$ cat config.mk
export PLATFORM = sky130hd
export DESIGN_NAME = control_sequencer_flat
export DESIGN_NICKNAME = d
export VERILOG_FILES = /design/src/rtl/control_sequencer_if.sv /design/src/rtl/control_sequencer.sv /design/src/flat_wrapper.sv
export SDC_FILE = /design/constraint.sdc
export NUM_CORES = 1
export LEC_CHECK = 0
export ABC_AREA = 0
export CORE_MARGIN = 4
export CORE_UTILIZATION = 30
export DETAILED_ROUTE_END_ITERATION = 8
export DONT_BUFFER_PORTS = 1
export PLACE_DENSITY = 0.55
export SLEW_MARGIN = 20
export SYNTH_ARGS = -nofsm -noshare
export SYNTH_HDL_FRONTEND = slang
export SYNTH_SLANG_ARGS = --single-unit
$ cat constraint.sdc
create_clock -name clk -period 2.21 [get_ports clk]
set_input_delay 0.442 -clock clk [delete_from_list [all_inputs] [get_ports clk]]
set_output_delay 0.442 -clock clk [all_outputs]
set_load 0.02 [all_outputs]
$ cat src/rtl/control_sequencer_if.sv
// Sequencer <-> datapath control bus: instruction/memory status in, control strobes out.
// SINGLE_STEP_EN adds the step input used by the single-step build of control_sequencer.
interface control_sequencer_if;
  logic [31:0] IR_Data;
  logic        mem_ready;
`ifdef SINGLE_STEP_EN
  logic        step;
`endif
  logic        PC_select;
  logic        MAR_enable;
  logic        PC_increment_enable;
  logic        read;
  logic        MDR_enable;
  logic        MDR_select;
  logic        IR_enable;
  logic        Gra;
  logic        Grb;
  logic        BAout;
  logic        r_select;
  logic        r_enable;
  logic        Y_enable;
  logic        Z_enable;
  logic        Z_LO_select;
  logic        c_select;
  logic        inport_select;
  logic        outport_enable;
  logic [4:0]  alu_instruction;
  logic        run;
  logic        illegal;

  modport master (
`ifdef SINGLE_STEP_EN
    input  step,
`endif
    input  IR_Data, mem_ready,
    output PC_select, MAR_enable, PC_increment_enable, read, MDR_enable,
           MDR_select, IR_enable, Gra, Grb, BAout, r_select, r_enable,
           Y_enable, Z_enable, Z_LO_select, c_select, inport_select,
           outport_enable, alu_instruction, run, illegal
  );

  modport slave (
`ifdef SINGLE_STEP_EN
    output step,
`endif
    output IR_Data, mem_ready,
    input  PC_select, MAR_enable, PC_increment_enable, read, MDR_enable,
           MDR_select, IR_enable, Gra, Grb, BAout, r_select, r_enable,
           Y_enable, Z_enable, Z_LO_select, c_select, inport_select,
           outport_enable, alu_instruction, run, illegal
  );
endinterface

$ cat src/rtl/control_sequencer.sv
// Moore fetch/execute control sequencer for out/in/ldi/nop/halt.
// Optional macro SINGLE_STEP_EN inserts a WAIT state before every re-fetch, released by step.
module control_sequencer (
  input  logic                 clk,
  input  logic                 reset_n,
  control_sequencer_if.master  bus
);
  typedef enum logic [3:0] {
    S_RESET,
    S_FETCH0,
    S_FETCH1,
    S_FETCH2,
    S_EXEC3,
    S_EXEC4,
    S_EXEC5,
    S_HALTED
`ifdef SINGLE_STEP_EN
    , S_WAIT
`endif
  } state_t;

  localparam logic [4:0] OP_OUT  = 5'b10111;
  localparam logic [4:0] OP_IN   = 5'b10110;
  localparam logic [4:0] OP_LDI  = 5'b00001;
  localparam logic [4:0] OP_NOP  = 5'b11010;
  localparam logic [4:0] OP_HALT = 5'b11011;
  localparam logic [4:0] ALU_ADD = 5'b00011;

`ifdef SINGLE_STEP_EN
  localparam state_t NEXT_FETCH = S_WAIT;
`else
  localparam state_t NEXT_FETCH = S_FETCH0;
`endif

  state_t     state_q, state_d;
  logic [4:0] opc_q;
  logic       rdy_q;

  // mem_ready is registered so the fetch-exit decision (and the single PC
  // increment that goes with it) is a function of state registers only.
  always_ff @(posedge clk or negedge reset_n) begin
    if (!reset_n) begin
      state_q <= S_RESET;
      opc_q   <= 5'b00000;
      rdy_q   <= 1'b0;
    end else begin
      state_q <= state_d;
      rdy_q   <= bus.mem_ready;
      if (state_q == S_FETCH2) begin
        opc_q <= bus.IR_Data[31:27];
      end
    end
  end

  always_comb begin
    state_d                 = state_q;
    bus.PC_select           = 1'b0;
    bus.MAR_enable          = 1'b0;
    bus.PC_increment_enable = 1'b0;
    bus.read                = 1'b0;
    bus.MDR_enable          = 1'b0;
    bus.MDR_select          = 1'b0;
    bus.IR_enable           = 1'b0;
    bus.Gra                 = 1'b0;
    bus.Grb                 = 1'b0;
    bus.BAout               = 1'b0;
    bus.r_select            = 1'b0;
    bus.r_enable            = 1'b0;
    bus.Y_enable            = 1'b0;
    bus.Z_enable            = 1'b0;
    bus.Z_LO_select         = 1'b0;
    bus.c_select            = 1'b0;
    bus.inport_select       = 1'b0;
    bus.outport_enable      = 1'b0;
    bus.alu_instruction     = 5'b00000;
    bus.run                 = (state_q != S_HALTED);
    bus.illegal             = 1'b0;

    case (state_q)
      S_RESET: begin
        state_d = S_FETCH0;
      end
      S_FETCH0: begin
        bus.PC_select  = 1'b1;
        bus.MAR_enable = 1'b1;
        state_d        = S_FETCH1;
      end
      S_FETCH1: begin
        bus.read                = 1'b1;
        bus.MDR_enable          = 1'b1;
        bus.PC_increment_enable = rdy_q;
        if (rdy_q) begin
          state_d = S_FETCH2;
        end
      end
      S_FETCH2: begin
        bus.MDR_select = 1'b1;
        bus.IR_enable  = 1'b1;
        state_d        = S_EXEC3;
      end
      S_EXEC3: begin
        state_d = NEXT_FETCH;
        case (opc_q)
          OP_OUT: begin
            bus.Gra            = 1'b1;
            bus.r_select       = 1'b1;
            bus.outport_enable = 1'b1;
          end
          OP_IN: begin
            bus.Gra           = 1'b1;
            bus.r_enable      = 1'b1;
            bus.inport_select = 1'b1;
          end
          OP_LDI: begin
            bus.Grb      = 1'b1;
            bus.BAout    = 1'b1;
            bus.Y_enable = 1'b1;
            state_d      = S_EXEC4;
          end
          OP_NOP: begin
          end
          OP_HALT: begin
            state_d = S_HALTED;
          end
          default: begin
            bus.illegal = 1'b1;
          end
        endcase
      end
      S_EXEC4: begin
        bus.c_select        = 1'b1;
        bus.alu_instruction = ALU_ADD;
        bus.Z_enable        = 1'b1;
        state_d             = S_EXEC5;
      end
      S_EXEC5: begin
        bus.Z_LO_select = 1'b1;
        bus.Gra         = 1'b1;
        bus.r_enable    = 1'b1;
        state_d         = NEXT_FETCH;
      end
      S_HALTED: begin
        state_d = S_HALTED;
      end
`ifdef SINGLE_STEP_EN
      S_WAIT: begin
        if (bus.step) begin
          state_d = S_FETCH0;
        end
      end
`endif
      default: begin
        state_d = S_RESET;
      end
    endcase
  end
endmodule

$ cat src/flat_wrapper.sv
// flat-port wrapper written by rule: the top's interface ports become plain ports
module control_sequencer_flat 
  (clk, reset_n, bus_IR_Data, bus_mem_ready, bus_PC_select, bus_MAR_enable, bus_PC_increment_enable, bus_read, bus_MDR_enable, bus_MDR_select, bus_IR_enable, bus_Gra, bus_Grb, bus_BAout, bus_r_select, bus_r_enable, bus_Y_enable, bus_Z_enable, bus_Z_LO_select, bus_c_select, bus_inport_select, bus_outport_enable, bus_alu_instruction, bus_run, bus_illegal);
  control_sequencer_if bus_i ();
  input  logic clk;
  input  logic reset_n;
  input wire logic [$bits(bus_i.IR_Data)-1:0] bus_IR_Data;
  input wire logic [$bits(bus_i.mem_ready)-1:0] bus_mem_ready;
  output wire logic [$bits(bus_i.PC_select)-1:0] bus_PC_select;
  output wire logic [$bits(bus_i.MAR_enable)-1:0] bus_MAR_enable;
  output wire logic [$bits(bus_i.PC_increment_enable)-1:0] bus_PC_increment_enable;
  output wire logic [$bits(bus_i.read)-1:0] bus_read;
  output wire logic [$bits(bus_i.MDR_enable)-1:0] bus_MDR_enable;
  output wire logic [$bits(bus_i.MDR_select)-1:0] bus_MDR_select;
  output wire logic [$bits(bus_i.IR_enable)-1:0] bus_IR_enable;
  output wire logic [$bits(bus_i.Gra)-1:0] bus_Gra;
  output wire logic [$bits(bus_i.Grb)-1:0] bus_Grb;
  output wire logic [$bits(bus_i.BAout)-1:0] bus_BAout;
  output wire logic [$bits(bus_i.r_select)-1:0] bus_r_select;
  output wire logic [$bits(bus_i.r_enable)-1:0] bus_r_enable;
  output wire logic [$bits(bus_i.Y_enable)-1:0] bus_Y_enable;
  output wire logic [$bits(bus_i.Z_enable)-1:0] bus_Z_enable;
  output wire logic [$bits(bus_i.Z_LO_select)-1:0] bus_Z_LO_select;
  output wire logic [$bits(bus_i.c_select)-1:0] bus_c_select;
  output wire logic [$bits(bus_i.inport_select)-1:0] bus_inport_select;
  output wire logic [$bits(bus_i.outport_enable)-1:0] bus_outport_enable;
  output wire logic [$bits(bus_i.alu_instruction)-1:0] bus_alu_instruction;
  output wire logic [$bits(bus_i.run)-1:0] bus_run;
  output wire logic [$bits(bus_i.illegal)-1:0] bus_illegal;
  assign bus_i.IR_Data = bus_IR_Data;
  assign bus_i.mem_ready = bus_mem_ready;
  assign bus_PC_select = bus_i.PC_select;
  assign bus_MAR_enable = bus_i.MAR_enable;
  assign bus_PC_increment_enable = bus_i.PC_increment_enable;
  assign bus_read = bus_i.read;
  assign bus_MDR_enable = bus_i.MDR_enable;
  assign bus_MDR_select = bus_i.MDR_select;
  assign bus_IR_enable = bus_i.IR_enable;
  assign bus_Gra = bus_i.Gra;
  assign bus_Grb = bus_i.Grb;
  assign bus_BAout = bus_i.BAout;
  assign bus_r_select = bus_i.r_select;
  assign bus_r_enable = bus_i.r_enable;
  assign bus_Y_enable = bus_i.Y_enable;
  assign bus_Z_enable = bus_i.Z_enable;
  assign bus_Z_LO_select = bus_i.Z_LO_select;
  assign bus_c_select = bus_i.c_select;
  assign bus_inport_select = bus_i.inport_select;
  assign bus_outport_enable = bus_i.outport_enable;
  assign bus_alu_instruction = bus_i.alu_instruction;
  assign bus_run = bus_i.run;
  assign bus_illegal = bus_i.illegal;
  control_sequencer u_core (.clk(clk), .reset_n(reset_n), .bus(bus_i));
endmodule
# Word-level counts from Yosys, hierarchy flattened
# Index checks and enable logic that the tools add are counted.
# classes
n_addsub,0
mul,0
n_div,0
magnitude_cmp,0
eq_ne,14
shift,0
n_mux,21
n_bitwise,0
reduce_logical,4
# op_table
operator,n
4-bit case mux with 7 select lines,1
"5-bit equality test, second input constant",4
"4-bit by 3-bit equality test with 1-bit output, second input constant",4
1-bit two-way mux,15
"4-bit by 2-bit equality test with 1-bit output, second input constant",2
3-bit case mux with 2 select lines,1
"5-bit by 1-bit equality test with 1-bit output, second input constant",1
5-bit OR reduction,1
"4-bit by 1-bit equality test with 1-bit output, second input constant",1
4-bit zero test,1
4-bit two-way mux,1
"4-bit by 3-bit inequality test with 1-bit output, second input constant",1
1-bit case mux with 2 select lines,2
2-bit OR reduction,2
2-bit two-way mux,1
"2-bit by 1-bit inequality test with 1-bit output, second input constant",1
# totals
reg_bits,10
latch_bits,0
mem_bits_rw,0
romBits,0
in_bits,35
output_inout_bits,25
elab_cells,42
n_memories,0

# Logic depth before layout (Yosys ltp)
# depth
depth_word,4
ltp_mapped,6
ltp_nobuf,3

# Worst setup path before layout
# OpenSTA, ideal clock, no wires.
# synth_path
path_type,reg2out
from,reg u_core.state_q[1]
to,out bus_r_select
arrival_ns,1.800
t_required_ns,1.768
path_slack_ns,-0.032
stages_incl_launch_ff,5
path_buffers,2
cell_sequence,dfrtp_1 buf_6 or3b_2 nor3_1 buf_4
# synth_between
elab_chain_cells,2
# synth_lines
item,line,rtl
"start, declared",control_sequencer.sv:35,"state_t state_q, state_d;"
"start signal, assigned",control_sequencer.sv:47,state_q <= state_d;
4-bit by 3-bit equality test with 1-bit output,-,
1-bit two-way mux,-,
"end, declared",flat_wrapper.sv:19,output wire logic [$bits(bus_i.r_select)-1:0] bus_r_select;
# No other way between the ends.

# Final worst setup path
# layout_path
from,reg u_core.state_q[1]
to,out bus_inport_select
# layout_between
elab_chain_cells,2
# layout_lines
item,line,rtl
4-bit by 3-bit equality test with 1-bit output,control_sequencer.sv:79,case (state_q)
1-bit two-way mux,control_sequencer.sv:79,
"end, declared",flat_wrapper.sv:25,output wire logic [$bits(bus_i.inport_select)-1:0] bus_inport_select;
# No other way between the ends.

==> run metrics <==
period utilization=0.9444; endpoints failing hold=0; setup_tns=0 ps; Mapped Cells=67; CTS root buf=clkbuf_4; gr busiest metal=met2; Cell variety after synth=26; Worst Hold Depth=0; detailed placement HPWL=862.1 um; First DRT Iteration DRCs=3; routed len/inst=11.54 um; Top Ports=60; Num Clock Sinks=9; CP arrival=1650 ps; first-pass GRT wire length=1.759 mm; Area growth syn-to-layout=1.547%; Max FO, Critical Path=8; worst clock skew=4.742 ps; Slowest cell on crit path=or3b_2; Place WS=340.3 ps; drt first pass iters=2; Netlist Area Pre-Place=646.9 um2; minimum clock period=2087 ps; XOR/XNOR share of the synthesized area=0.01354; Layout fillers=230; Mapped Avg Cell Area=9.655 um2; CTS tree=yes; Starting Density=0.3231; met2 GRT Util=0.1255; Routed Wire Length=1.062 mm; grt total ovfl=0; initial antenna violation count=0; nature of the critical path endpoint=output port; ANT nets after route=0; sum of buffers and inverters on the critical path=1; via density per instance=4.402; flops & latches, synth=9; Req. time, crit path=1770 ps; worst hold path type=in2reg; most common cell after layout, fill and taps aside=dfrtp_1; Placer Congestion=0.6822; Die Ht=54.44 um; CP peak stage delay=550 ps; Net count, final=101; CTS buffer count=3; row count=16; Worst setup SP type=flip-flop; sequential-to-total area share from yosys stat=0.3482; largest family of logic cells by synthesized area=buffers and inverters; Post-Synth Simple-Gate Area=0.2108; # port buffers=0; Setup WS post-layout=122.9 ps; reg2reg path depth=3; # diodes=0; Die X=54.44 um; FF+latch area=226.5 um2; Multi-input gate area=290.3 um2; Fmax=479.1 MHz; Top Family by Delay on Critical Path=simple AND/OR/NAND/NOR gates; Hold WS=218.1 ps; leakage=0.2987 nW; Overall Global Routing Usage=0.08476; met3 Use GR=0.02452; Peak supply drop=609.4 uV; largest net degree at the start of global routing=12; status=finished clean; CTS Buffer Depth=2; clk_lat worst skew=250 ps; WP depth=3; adder-cell share of the synthesized area=0; synth warn=0; most used cells in the layout excluding fill and tap cells=dfrtp_1, buf_4, mux2_4; crit path cell chain=or3b_2 > nor3_1 > buf_4; CORE AREA=2002 um2; vias in the first global route=418; WS Path Type=reg2out; DRC errors left=0; H-tree level count=1; die area=2963 um2; multiplexer share of the synthesized area=0.1315; RSZ-0062 raised after global routing=no; Final setup viols=0; clk slew on worst S/H paths=60 ps; PwrDens=1564 nW/um2; vias=405; layout cells sized above 1=0.3538; Compound-Gate Fraction of Synth Area=0.06576; GRT met1 Usage=0.1033; Slew Limit Fails=0; max_cap viols=0
==> flip-flops by register name, summed over array words and instances, names as in the netlist <==
signal / flops
u_core.opc_q: 5
u_core.state_q: 3
u_core.rdy_q: 1
==> through the flow <==
| step | total power, mW | utilization | std cells | instance area (um2) |
|---|---|---|---|---|
| 3_3_place_gp | 0.8977 | 0.3088 | 87 | 618.1 |
| 6_report | 1.027 | 0.3281 | 92 | 656.9 |
| 2_1_floorplan | 0.9201 | - | 69 | 659.4 |
| 5_1_grt | 1.127 | 0.3281 | 92 | 656.9 |
| 4_1_cts | 1.039 | 0.3269 | 92 | 654.4 |
| 3_5_place_dp | 0.9069 | 0.3088 | 87 | 618.1 |
==> cell type report <==
class / count / share of cell area
sequential: 9 / 0.3448
multi-input combinational: 40 / 0.4419
inverter: 4 / 0.02667
tap: 27 / 0.05143
clock buffer: 4 / 0.04000
timing repair buffer: 8 / 0.09524
==> repair_timing <==
item                                    4_1_cts  5_1_grt
hold endpoints to repair                      9        0
hold buffers                                  1        0
buffers inserted                              0        0
gates resized for setup                       0        2
endpoints found under the setup margin        0        1
==> kinds of logic after synthesis <==
kind of cell              count (synthesis)
and+or+nand+nor                          23
buffers and inverters                    20
DFF                                       9
AOI/OAI and AO/OA                         7
muxes                                     6
xor gates and xnor gates                  1
other                                     1
==> cell usage after synthesis <==
library cell / n / area share
mux2i_1: 1 / 0.015
dfrtp_1: 9 / 0.35
or3b_2: 1 / 0.014
inv_2: 1 / 0.0058
nand3_1: 1 / 0.0077
o21ai_0: 3 / 0.023
inv_4: 1 / 0.0097
a31oi_1: 2 / 0.019
nor2_1: 3 / 0.017
nand4_1: 1 / 0.0097
and2b_2: 1 / 0.014
nor3_1: 4 / 0.031
buf_4: 14 / 0.16
nand2_1: 3 / 0.017
nor3b_1: 1 / 0.012
xor2_1: 1 / 0.014
mux2_4: 5 / 0.12
and2_1: 4 / 0.039
inv_1: 2 / 0.012
a211oi_1: 1 / 0.012
nor2b_1: 2 / 0.019
conb_1: 1 / 0.0058
or3_4: 1 / 0.017
buf_6: 2 / 0.035
nand4b_1: 1 / 0.014
a21boi_0: 1 / 0.012
==> worst register-to-register path, delay by kind of cell (launching register included) <==
family	cells	cell delay [ps]
multiplexers	1	310
flip-flops	1	500
buffers and inverters	1	70
AND/OR/NAND/NOR	1	440
==> power breakdown <==
part,switching (mW),internal (mW)
Sequential,0.131,0.245
Combinational,0.290,0.240
Clock,0.0531,0.0693
Total,0.474,0.553
==> per-layer routing <==
metal | vias up | part of all wire
met2 | 14 | 0.43
met1 | 183 | 0.46
met4 | 0 | 0.011
li1 | 206 | -
met3 | 2 | 0.10
met5 | - | 0
==> path summary, 6_finish.rpt <==
| path | from | to | slack, ps |
|---|---|---|---|
| min in group asynchronous | reset_n | u_core.opc_q[0] | 550 |
| worst min register to register | u_core.rdy_q | u_core.state_q[0] | 550 |
| worst max-delay path | u_core.state_q[1] | bus_inport_select | 120 |
| max in group asynchronous | reset_n | u_core.state_q[2] | 1360 |
| worst min-delay path | bus_mem_ready | u_core.rdy_q | 220 |
| worst max register to register | u_core.state_q[1] | u_core.opc_q[1] | 780 |
No activity file was read; power rests on OpenSTA's default activity.
